`src/rtl/puf_crp_sequencer.sv`:
```
// Challenge-response sequencer: RX bytes -> challenge, NUM_EVAL PUF evaluations, majority vote -> TX bytes.
// Optional CRP_GRAY_EN: apply binary-to-Gray mapping to the challenge driven onto the PUF.
module puf_crp_sequencer #(
   parameter int CH_W     = 16,
   parameter int RSP_W    = 16,
   parameter int NUM_EVAL = 5,
   parameter int SETTLE   = 4
) (
   input  logic             clk,
   input  logic             rst,
   input  logic [7:0]       rx_data,
   input  logic             rx_valid,
   output logic             rx_overrun,
   output logic [CH_W-1:0]  puf_challenge,
   output logic             puf_trigger,
   input  logic [RSP_W-1:0] puf_response,
   output logic [7:0]       tx_data,
   output logic             tx_valid,
   input  logic             tx_ready,
   output logic             busy,
   output logic             unstable
);

   localparam int NB_CH  = CH_W / 8;
   localparam int NB_RSP = RSP_W / 8;
   localparam int SW     = $clog2(SETTLE + 1);

   typedef enum logic [2:0] {COLLECT, EVAL_HI, EVAL_LO, VOTE, SEND} state_t;

   state_t            state, state_nx;
   logic [CH_W-1:0]   assembled, assembled_nx, challenge_nx;
   logic [3:0]        byte_cnt;
   logic [SW-1:0]     settle_cnt;
   logic [3:0]        eval_cnt;
   logic [3:0]        tx_cnt;
   logic [3:0]        vote_cnt [RSP_W];
   logic [RSP_W-1:0]  resp_sh, resp_vote;
   logic              unstable_vote;
   logic              settle_done, last_byte, tx_last;

   assign settle_done = (settle_cnt == SW'(SETTLE - 1));
   assign last_byte   = (byte_cnt == 4'(NB_CH - 1));
   assign tx_last     = (tx_cnt == 4'(NB_RSP - 1));
   assign tx_data     = resp_sh[RSP_W-1 -: 8];

   always_comb begin
      assembled_nx = (assembled << 8) | CH_W'(rx_data);
`ifdef CRP_GRAY_EN
      challenge_nx = assembled_nx ^ (assembled_nx >> 1);
`else
      challenge_nx = assembled_nx;
`endif
   end

   always_comb begin
      resp_vote     = '0;
      unstable_vote = 1'b0;
      for (int unsigned i = 0; i < RSP_W; i++) begin
         resp_vote[i]  = (vote_cnt[i] > 4'(NUM_EVAL / 2));
         unstable_vote = unstable_vote | ((vote_cnt[i] != '0) && (vote_cnt[i] != 4'(NUM_EVAL)));
      end
   end

   always_ff @(posedge clk or posedge rst) begin
      if (rst) state <= COLLECT;
      else     state <= state_nx;
   end

   always_comb begin
      state_nx    = state;
      puf_trigger = 1'b0;
      tx_valid    = 1'b0;
      busy        = 1'b1;
      case (state)
         COLLECT: begin
            busy = 1'b0;
            if (rx_valid && last_byte) state_nx = EVAL_HI;
         end
         EVAL_HI: begin
            puf_trigger = 1'b1;
            if (settle_done) state_nx = EVAL_LO;
         end
         EVAL_LO: begin
            if (settle_done) state_nx = (eval_cnt == 4'(NUM_EVAL)) ? VOTE : EVAL_HI;
         end
         VOTE:    state_nx = SEND;
         SEND: begin
            tx_valid = 1'b1;
            if (tx_ready && tx_last) state_nx = COLLECT;
         end
         default: state_nx = COLLECT;
      endcase
   end

   always_ff @(posedge clk or posedge rst) begin
      if (rst) begin
         rx_overrun    <= 1'b0;
         puf_challenge <= '0;
         unstable      <= 1'b0;
         assembled     <= '0;
         byte_cnt      <= '0;
         settle_cnt    <= '0;
         eval_cnt      <= '0;
         tx_cnt        <= '0;
         resp_sh       <= '0;
         for (int unsigned i = 0; i < RSP_W; i++) vote_cnt[i] <= '0;
      end else begin
         rx_overrun <= rx_valid && (state != COLLECT);
         case (state)
            COLLECT: begin
               if (rx_valid) begin
                  assembled <= assembled_nx;
                  if (last_byte) begin
                     byte_cnt      <= '0;
                     puf_challenge <= challenge_nx;
                     eval_cnt      <= '0;
                     settle_cnt    <= '0;
                     for (int unsigned i = 0; i < RSP_W; i++) vote_cnt[i] <= '0;
                  end else begin
                     byte_cnt <= byte_cnt + 4'd1;
                  end
               end
            end
            EVAL_HI: begin
               if (settle_done) begin
                  // response captured on the edge that ends the last high cycle
                  settle_cnt <= '0;
                  eval_cnt   <= eval_cnt + 4'd1;
                  for (int unsigned i = 0; i < RSP_W; i++)
                     vote_cnt[i] <= vote_cnt[i] + 4'(puf_response[i]);
               end else begin
                  settle_cnt <= settle_cnt + SW'(1);
               end
            end
            EVAL_LO: begin
               if (settle_done) settle_cnt <= '0;
               else             settle_cnt <= settle_cnt + SW'(1);
            end
            VOTE: begin
               resp_sh  <= resp_vote;
               unstable <= unstable_vote;
               tx_cnt   <= '0;
            end
            SEND: begin
               if (tx_ready) begin
                  resp_sh <= resp_sh << 8;
                  tx_cnt  <= tx_cnt + 4'd1;
               end
            end
            default: ;
         endcase
      end
   end

endmodule
```
`config.mk`:
```
export PLATFORM = sky130hd
export DESIGN_NAME = puf_crp_sequencer
export DESIGN_NICKNAME = d
export VERILOG_FILES = /design/src/rtl/puf_crp_sequencer.sv
export SDC_FILE = /design/constraint.sdc
export NUM_CORES = 1
export LEC_CHECK = 0
export BUFFER_PORTS_ARGS = -buffer_cell sky130_fd_sc_hd__buf_2
export CAP_MARGIN = 0
export CORE_MARGIN = 5
export CORE_UTILIZATION = 30
export DETAILED_ROUTE_END_ITERATION = 12
export PLACE_DENSITY_LB_ADDON = 0.05
export REMOVE_ABC_BUFFERS = 1
export SLEW_MARGIN = 40
export SYNTH_ARGS = -nofsm -noshare
export SYNTH_HDL_FRONTEND = slang
export SYNTH_SLANG_ARGS = --single-unit
```
`constraint.sdc`:
```
create_clock -name clk -period 11.1 [get_ports clk]
set_input_delay 0.555 -clock clk [delete_from_list [all_inputs] [get_ports clk]]
set_output_delay 0.555 -clock clk [all_outputs]
set_load 0.01 [all_outputs]
```
==> flow_metrics.tcl, run 1 <==
set metrics [dict create \
    cts_setup_buffers 0 \
    maxSlewViolCount 0 \
    num_io_pins 57 \
    core_um2 20820 \
    port_buffers 56 \
    fin_worst_skew_ps 14.71 \
    worstPathRequired_ps 10550 \
    synth_xor_area_frac 0.02924 \
    core.rowCount 53 \
    drtAntennaViolNets 0 \
    hold_ws_ps 211.9 \
    power_leakage_nw 3.340 \
    worstHoldPathType "in -> async" \
    numCtsBuffers 17 \
    clkLatencyLatePin_ps 420 \
    gr-usage-all-layers 0.1529 \
    root_buffer "clkbuf_16" \
    yosys.area_share.simple 0.1305 \
    endpoint_kind "primary output" \
    cts_max_path_buffers 2 \
    utilization 0.3527 \
    slew_headroom 0.4837 \
    multi_input_area_um2 2940 \
    avgRoutedWirePerCell_um 19.58 \
    critPathMaxStageDelay_ps 570 \
    synth.avg_cell_area_um2 11.23 \
    synth_area_leader_cell "dfrtp_1" \
    layout_setup_ws_ps 8258 \
    areaGrowthSynthToFinish_pct 16.75 \
    seq_area_um2 3103 \
    status "complete, no violations" \
    post-route-period-util 0.2560 \
    drt_wl_total_um 17470 \
    initial_core_util 0.3021 \
    tns_ps 0 \
    n_antenna_cell 0 \
    synthesis.area_um2 6291 \
    yosysWarnings 0 \
    grt_pass1_vias 4827 \
    place_congestion 0.7607 \
    synth_edf_count 0 \
    slowest_stage "dfrtp_1" \
    synth_cells 560 \
    fmax_mhz 351.9 \
    cts_resized 0 \
    drive_above_1_share 0.2123 \
    cts_sinks 124 \
    async_flop_share 1.000 \
    synth_fa_ha_area_frac 0.07359 \
    powerDensity_nw_per_um2 274.9 \
    fillers 2108 \
    worst-slew-pin-transition_ps 755.0 \
    dpl.hpwl_um 11510 \
    drtIter0Drc 220 \
    cts_tree "yes" \
    synth_cell_types 52 \
    grt_max_degree 64 \
    synthMuxAreaShare 0.06344 \
    grt_setup_unrepaired "no" \
    synth_flop_cell "dfrtp_1" \
    synth_top_family_by_area "compound AO/OA/AOI/OAI gates" \
    synthDominantCellAreaShare 0.4932 \
    irDropWorstVdd_v 0.0001057 \
    final-hold-violation-count 0 \
    antenna_found_initial 0 \
    pre_cts_ws_ps 8544 \
    synth-seq-area-share 0.4932 \
    synth-seq-cells 124 \
    drv_cap 0 \
    die_area_um2 23970 \
    dr.pass1.iters 4 \
    ys_top_cells_by_area "dfrtp_1 (49%), ha_1 (7.4%), a22o_1 (4.5%), o31ai_1 (3.2%), mux2_2 (2.7%)" \
    grt.overflow.total 0 \
    htree_num_levels 4 \
    grt_pass1_wl_um 28000 \
    fp.dieW_um 154.8 \
    start_kind "flip-flop" \
    drc 0 \
    die_y_um 154.8 \
    clk_pin_slew_worst_paths_ps 60 \
    setup_viol 0 \
    crit_fanout 17 \
    crit_chain "nor2_1 > nand2_1 > inv_1 > buf_2" \
    cts_hold_buf 0 \
    worst-endpoint-arrival_ps 2290 \
    fin_nets 669 \
    vias 4557 \
    min_period_ps 2842 \
    via_per_inst 5.109 \
    synth_compound_area_frac 0.1675 \
    crit_type "reg -> out" \
]
[path summary, 6_finish.rpt]
path / startpoint / to / slack (ps) / depth (start not counted)
setup / recovery: state[1] / tx_valid / 8260 / 4
hold / removal: rst / puf_challenge[14] / 210 / 2
setup reg to reg: state[2] / vote_cnt[5] / 8570 / 7
hold reg to reg: resp_sh[1] / resp_sh[1] / 480 / 2
max in group asynchronous: rst / vote_cnt[25] / 9870 / 3
min in group clk: rx_data[0] / puf_challenge[0] / 380 / 2
[placed cells by master, fill, tap and decap left out, drive strengths merged, types with 10 or more instances in the layout]
cell and instances:
nor2 26, a21oi 21, ha 37, dfrtp 124, o31ai 27, nand3 13
clkbuf 21, or3 19, nand2 43, o21ai 30, mux2 25, nand4 14
a22o 32, xnor2 18, buf 64, nor2b 10
[critical path: cells and delay by family, from the launching register on]
family	cells	cell delay, ps
simple gates	2	510
buf+inv	2	790
flops	1	570
[registers in the layout, summed over array words and instances (netlist names), 3 cells and up]
signal / count
assembled: 8
byte_cnt: 4
eval_cnt: 4
puf_challenge: 16
resp_sh: 16
settle_cnt: 3
state: 3
tx_cnt: 4
vote_cnt: 64
[metal layers]
metal / global-route usage / vias to the layer above / share of wire
li1: - / 2172 / -
met1: 0.2097 / 2254 / 0.48
met2: 0.2392 / 112 / 0.46
met3: 0.03777 / 19 / 0.045
met4: 0.04710 / 0 / 0.016
met5: 0 / - / 0
[synthesized netlist by cell type (2+ instances only)]
cell         n
inv_1        6
ha_1        37
nor3_1       5
nand2b_1     3
nand3_1     13
buf_2       13
clkbuf_1     9
mux2_4      10
buf_4       10
xnor2_1     18
mux2_2      15
and3b_1      3
nand4_1     14
buf_6        6
nor2_4       2
nand2_1     43
dfrtp_1    124
o31ai_1     27
mux2i_1      8
or2_2        2
or3_1       18
nor2_1      23
nor2b_1     10
a22o_1      32
a211oi_1     9
o2bb2ai_1    9
a21oi_1     20
nor4_1       9
xor2_1       3
a2111oi_0    9
o21ai_0     29
[power by group]
part / total, mW / internal [mW] / switching, mW
Clock: 0.545 / 0.335 / 0.210
Combinational: 0.736 / 0.305 / 0.431
Sequential: 0.738 / 0.589 / 0.148
Total: 2.02 / 1.23 / 0.789
[stage by stage]
stage               cell area [µm²]  power [mW]  instances
detailed placement             6774       1.495        860
finish                         7345       2.019        892
floorplan                      6046       1.172        521
global placement               6726       1.469        858
CTS                            7345       2.051        892
global route                   7345       2.166        892
[layout make-up]
type,instances,area share
clock buffer,21,0.06133
clock inverter,11,0.01635
inverter,6,0.003748
timing repair buffer,64,0.04889
multi-input combinational,391,0.4003
sequential,124,0.4225
tap,275,0.04685
[kinds of logic after synthesis]
group,Yosys count
AOI/OAI and AO/OA,146
xor gates and xnor gates,21
adders and majority gates,37
buffers and inverters,45
DFF,124
muxes,33
and+or+nand+nor,154
Power figures use the tool's default switching activity.
==> inputs of run 2 (changes only) <==
==> constraint.sdc (replaced) <==
create_clock -name clk -period 2.79 [get_ports clk]
set_input_delay 0.1395 -clock clk [delete_from_list [all_inputs] [get_ports clk]]
set_output_delay 0.1395 -clock clk [all_outputs]
set_load 0.01 [all_outputs]
==> run 2 against run 1 <==
  * Clock-buffer cell count is 1 lower
  * Wire length grew 0.22%
  * Hold slack got worse by 150 ps
  * Via count grew 2.3%
  * Flip-flop and latch count is the same
  * Critical path type is now reg -> reg
  * Largest power group unchanged
==> flow_metrics.tcl, run 2 (same netlist as run 1, synthesis figures left out) <==
set metrics [dict create \
    status "complete, no violations" \
    endpoint_kind "flip-flop" \
    rr_worst_depth 4 \
    grt.overflow.total 0 \
    slew_headroom 0.5710 \
    cts_resized 0 \
    reg.largest.list "vote_cnt (64), puf_challenge (16), resp_sh (16)" \
    start_kind "flip-flop" \
    gr-usage-all-layers 0.1510 \
    crit_type "reg -> reg" \
    clkLatencyLatePin_ps 420 \
    htree_num_levels 4 \
    crit_chain "or3_4 > nor3_4 > buf_4 > mux2_2" \
    hold_depth 3 \
    met2_length_um 8225 \
    post-route-period-util 0.7675 \
    core_um2 20820 \
    final-hold-violation-count 0 \
    dpl.hpwl_um 11650 \
    path_depth 4 \
    drt_wl_total_um 17510 \
    min_period_ps 2141 \
    endpoint "puf_challenge[12]" \
    power_leakage_nw 3.431 \
    top_layer "met5" \
    grt_max_degree 66 \
    powerDensity_nw_per_um2 1081 \
    multi_input_area_um2 2930 \
    worst-endpoint-arrival_ps 2440 \
    place_congestion 0.7558 \
    fin_nets 687 \
    die_y_um 154.8 \
    num_io_pins 57 \
    fmax_mhz 467.0 \
    worstHoldPathType "in -> reg" \
    avgRoutedWirePerCell_um 19.24 \
    r2r_setup_slack_ps 650 \
    critPathMaxStageDelay_ps 560 \
    layout_common_cells "dfrtp_1 (124), buf_2 (56), nand2_1 (43), ha_1 (37), a22o_1 (32)" \
    pre_cts_ws_ps 642.6 \
    cts_tree "yes" \
    grt_setup_unrepaired "no" \
    crit_fanout 20 \
    final_common_cell "dfrtp_1" \
    drc 0 \
    worst-slew-pin-transition_ps 643.5 \
    drtIter0Drc 142 \
    slowest_stage "dfrtp_1" \
    numCtsBuffers 17 \
    total_power_mw 8.123 \
    crit_buf_inv 1 \
    setup_viol 0 \
    rr_endpoint "puf_challenge[12]" \
    port_buffers 56 \
    worstPathRequired_ps 3090 \
    drtAntennaViolNets 0 \
    clk_pin_slew_worst_paths_ps 60 \
    regMostFlops "vote_cnt" \
    cp_top_family "simple AND/OR/NAND/NOR gates" \
    fp.dieW_um 154.8 \
    irDropWorstVdd_v 0.0004291 \
    fillers 2098 \
    met3_length_um 732 \
    initial_core_util 0.3021 \
    wl_met1_um 8294 \
    n_antenna_cell 0 \
    dp_cells 868 \
    fin_worst_skew_ps 8.362 \
    via_per_inst 5.124 \
    dr.pass1.iters 4 \
    drv_cap 0 \
    antenna_found_initial 1 \
    root_buffer "clkbuf_16" \
    vias 4663 \
    areaGrowthSynthToFinish_pct 19.41 \
    layout_setup_ws_ps 648.6 \
    grt_pass1_vias 4803 \
    largest_reg_flops 64 \
    grt_pass1_wl_um 27950 \
    core.rowCount 53 \
    cts_max_path_buffers 2 \
    drive_above_1_share 0.2220 \
    maxSlewViolCount 0 \
    finalNonFillerCells 910 \
    seq_area_um2 3103 \
    cp-startpoint "state[2]" \
    cts_sinks 124 \
    r2r-start "state[2]" \
    die_area_um2 23970 \
]
[run 2: final cells by class]
cell class                 instances  share of cell area
sequential                       124              0.4131
tap                              275             0.04580
multi-input combinational        391              0.3901
clock inverter                    12             0.01599
timing repair buffer              82             0.06929
inverter                           6            0.003664
clock buffer                      20             0.06213
[run 2: worst min-delay path by stage]
| stage | start | end | slack (ps) |
|---|---|---|---|
| floorplan | rx_valid | rx_overrun | 270 |
| global placement | rst | puf_challenge[8] | 290 |
| detailed placement | rst | puf_challenge[0] | 290 |
| CTS | puf_response[3] | vote_cnt[48] | 50 |
| global route | puf_response[4] | vote_cnt[44] | 70 |
| finish | puf_response[3] | vote_cnt[48] | 70 |
[run 2: layer usage]
metal	up-vias	global-route usage
met5	-	0
met4	2	0.03743
met3	19	0.03833
met2	102	0.2425
met1	2319	0.2050
li1	2221	-
[run 2: tightest hold or removal path, delay by kind of cell]
family	cells	cell delay, ps
buffers and inverters	1	80
AOI/OAI and AO/OA	1	120
adders and majority gates	1	120
[run 2: repair_timing]
action	CTS	global route
endpoints found under the hold margin	79	0
hold buffers	10	0
setup buffers	0	0
[run 2: per-stage QoR]
step           setup TNS [ps]  utilization  hold WS, ps  area (µm²)
2_1_floorplan          -80440            -        268.1        6046
3_3_place_gp                0       0.3263        288.2        6794
3_5_place_dp                0       0.3278        289.7        6825
4_1_cts                     0       0.3608        51.54        7512
5_1_grt                     0       0.3608        70.32        7512
6_report                    0       0.3608        65.65        7512
[run 2: report_power, final]
group / internal (mW) / switching, mW
Combinational: 1.27 / 1.68
Sequential: 2.34 / 0.613
Clock: 1.38 / 0.844
Total: 4.99 / 3.13
==> inputs of run 3 (changes only) <==
==> constraint.sdc (replaced) <==
create_clock -name clk -period 1.71 [get_ports clk]
set_input_delay 0.0855 -clock clk [delete_from_list [all_inputs] [get_ports clk]]
set_output_delay 0.0855 -clock clk [all_outputs]
set_load 0.01 [all_outputs]
==> run 3 against run 2 <==
  * Sequential share of layout area fell by 2.8 points
  * Wire length grew 4.9%
  * Utilization rose by 2.6 points
  * Clock power up 61%
  * Highest routed layer unchanged
==> flow_metrics.tcl, run 3 (same netlist as run 1, synthesis figures left out) <==
set metrics [dict create \
    status "complete, no violations" \
    cts_tree "yes" \
    grt.overflow.total 0 \
    dpl.hpwl_um 12550 \
    layout_common_cells "dfrtp_1 (124), buf_2 (56), buf_4 (51), nand2_1 (43), ha_1 (36)" \
    initial_core_util 0.3021 \
    fmax_mhz 587.9 \
    holdPathEnd "vote_cnt[36]" \
    dp_cells 907 \
    cts_max_path_buffers 2 \
    setup_viol 0 \
    powerDensity_nw_per_um2 1781 \
    layout_setup_ws_ps 8.894 \
    final_common_cell "dfrtp_1" \
    r2r_setup_slack_ps 9 \
    start_kind "flip-flop" \
    post-route-cell-area_um2 8056 \
    regMostFlops "vote_cnt" \
    total_power_mw 14.34 \
    internal_power_mw 8.985 \
    areaGrowthSynthToFinish_pct 28.06 \
    placed_area_um2 7194 \
    finalNonFillerCells 959 \
    fp.dieW_um 154.8 \
    cts_sinks 124 \
    n_antenna_cell 0 \
    place_congestion 0.7778 \
    clk_pin_slew_worst_paths_ps 60 \
    min_period_ps 1701 \
    antenna_found_initial 1 \
    power.switching_mw 5.360 \
    root_buffer "clkbuf_16" \
    grt_pass1_wl_um 29300 \
    endpoint_kind "flip-flop" \
    grt_setup_unrepaired "yes" \
    clkLatencyLatePin_ps 410 \
    r2r-start "state[2]" \
    tns_ps 0 \
    comb_power_share 0.427 \
    post-route-period-util 0.9948 \
    die_y_um 154.8 \
    core_um2 20820 \
    htree_num_levels 4 \
    gr-usage-all-layers 0.1585 \
    cp-startpoint "state[2]" \
    grt_pass1_vias 5156 \
    drt_wl_total_um 18370 \
    fillers 2085 \
    reg.largest.list "vote_cnt (64), puf_challenge (16), resp_sh (16)" \
    final-hold-violation-count 0 \
    crit_fanout 19 \
    worstHoldPathType "in -> reg" \
    hold_depth 3 \
    rr_endpoint "vote_cnt[13]" \
    worst-slew-pin-transition_ps 486.3 \
    drive_above_1_share 0.2968 \
    grt_max_degree 47 \
    port_buffers 56 \
    rr_worst_depth 6 \
    drv_cap 0 \
    core.rowCount 53 \
    fin_nets 736 \
    drtIter0Drc 199 \
    avgRoutedWirePerCell_um 19.15 \
    clock_power_share 0.249 \
    fin_worst_skew_ps 7.421 \
    worstPathRequired_ps 2010 \
    swShare 0.3736 \
    worst-endpoint-arrival_ps 2000 \
    die_area_um2 23970 \
    slew_headroom 0.6674 \
    numCtsBuffers 17 \
    irDropWorstVdd_v 0.0007135 \
    drtAntennaViolNets 0 \
    pre_cts_ws_ps -64.81 \
    maxSlewViolCount 0 \
    power_leakage_nw 3.735 \
    vias 4869 \
    sequentialPowerShare 0.323 \
    via_per_inst 5.077 \
    largest_reg_flops 64 \
    hold_start "puf_response[6]" \
    crit_type "reg -> reg" \
    num_io_pins 57 \
    dr.pass1.iters 4 \
    drc 0 \
]
run 3: cell count changes in the layout (fill, tap and decap cells not counted), sizes merged:
cell,change
dlygate4sd3,+1
clkbuf,+4
clkinvlp,-4
buf,+48
run 3: repair_timing:
action / 4_1_cts / 5_1_grt
hold buffers: 11 / 0
cloned: 0 / 0
endpoints found under the hold margin: 60 / 0
pin swaps: 1 / 6
endpoints found under the setup margin: 27 / 91
buffers inserted: 6 / 3
resized for setup: 8 / 23
run 3: metrics by stage:
stage,hold WS (ps),util
after global routing,8.053,0.3869
after CTS,2.422,0.3823
final,18.12,0.3869
after detailed placement,157.7,0.3455
after global placement,150.1,0.3455
after floorplan,214.1,-
run 3: worst max-delay path, stage by stage, from the launching register on:
cell and delay [ps]:
dfrtp_1 410, or3_4 420, nor3_4 150, buf_12 180, nor2_4 60, buf_12 160, a22o_1 190
run 3: cell type report:
class / count / area (µm²) / area share
multi-input cells: 391 / 3003 / 0.3727
repair buffers: 131 / 1007 / 0.1250
well taps: 275 / 344.1 / 0.04271
flip-flops and latches: 124 / 3103 / 0.3852
inverters: 6 / 27.53 / 0.003417
clock buffers: 24 / 481.7 / 0.05979
clock inverters: 8 / 90.09 / 0.01118
run 3: power by group through the flow:
stage	Sequential (mW)	Clock [mW]	Combinational, mW
global route	4.77	3.79	6.75
CTS	4.63	3.64	6.11
finish	4.64	3.58	6.13
detailed placement	4.65	0	5.87
floorplan	4.67	0	2.94
global placement	4.64	0	5.79
run 3: routing by layer:
| layer | global-route usage | vias to the layer above | share of wire |
|---|---|---|---|
| met5 | 0 | - | 0.00060 |
| met4 | 0.04542 | 2 | 0.014 |
| met3 | 0.04029 | 19 | 0.039 |
| met2 | 0.2552 | 109 | 0.48 |
| met1 | 0.2119 | 2441 | 0.47 |
| li1 | - | 2298 | - |
run 3: how the worst max path moves through the flow:
stage                        end  slack, ps  cells after the start
6_report            vote_cnt[13]          9                      6
5_1_grt             vote_cnt[13]        -70                      6
4_1_cts        puf_challenge[14]         -1                      5
3_5_place_dp         resp_sh[10]        -60                      7
3_3_place_gp         resp_sh[10]        -70                      7
2_1_floorplan       assembled[0]      -1670                      1
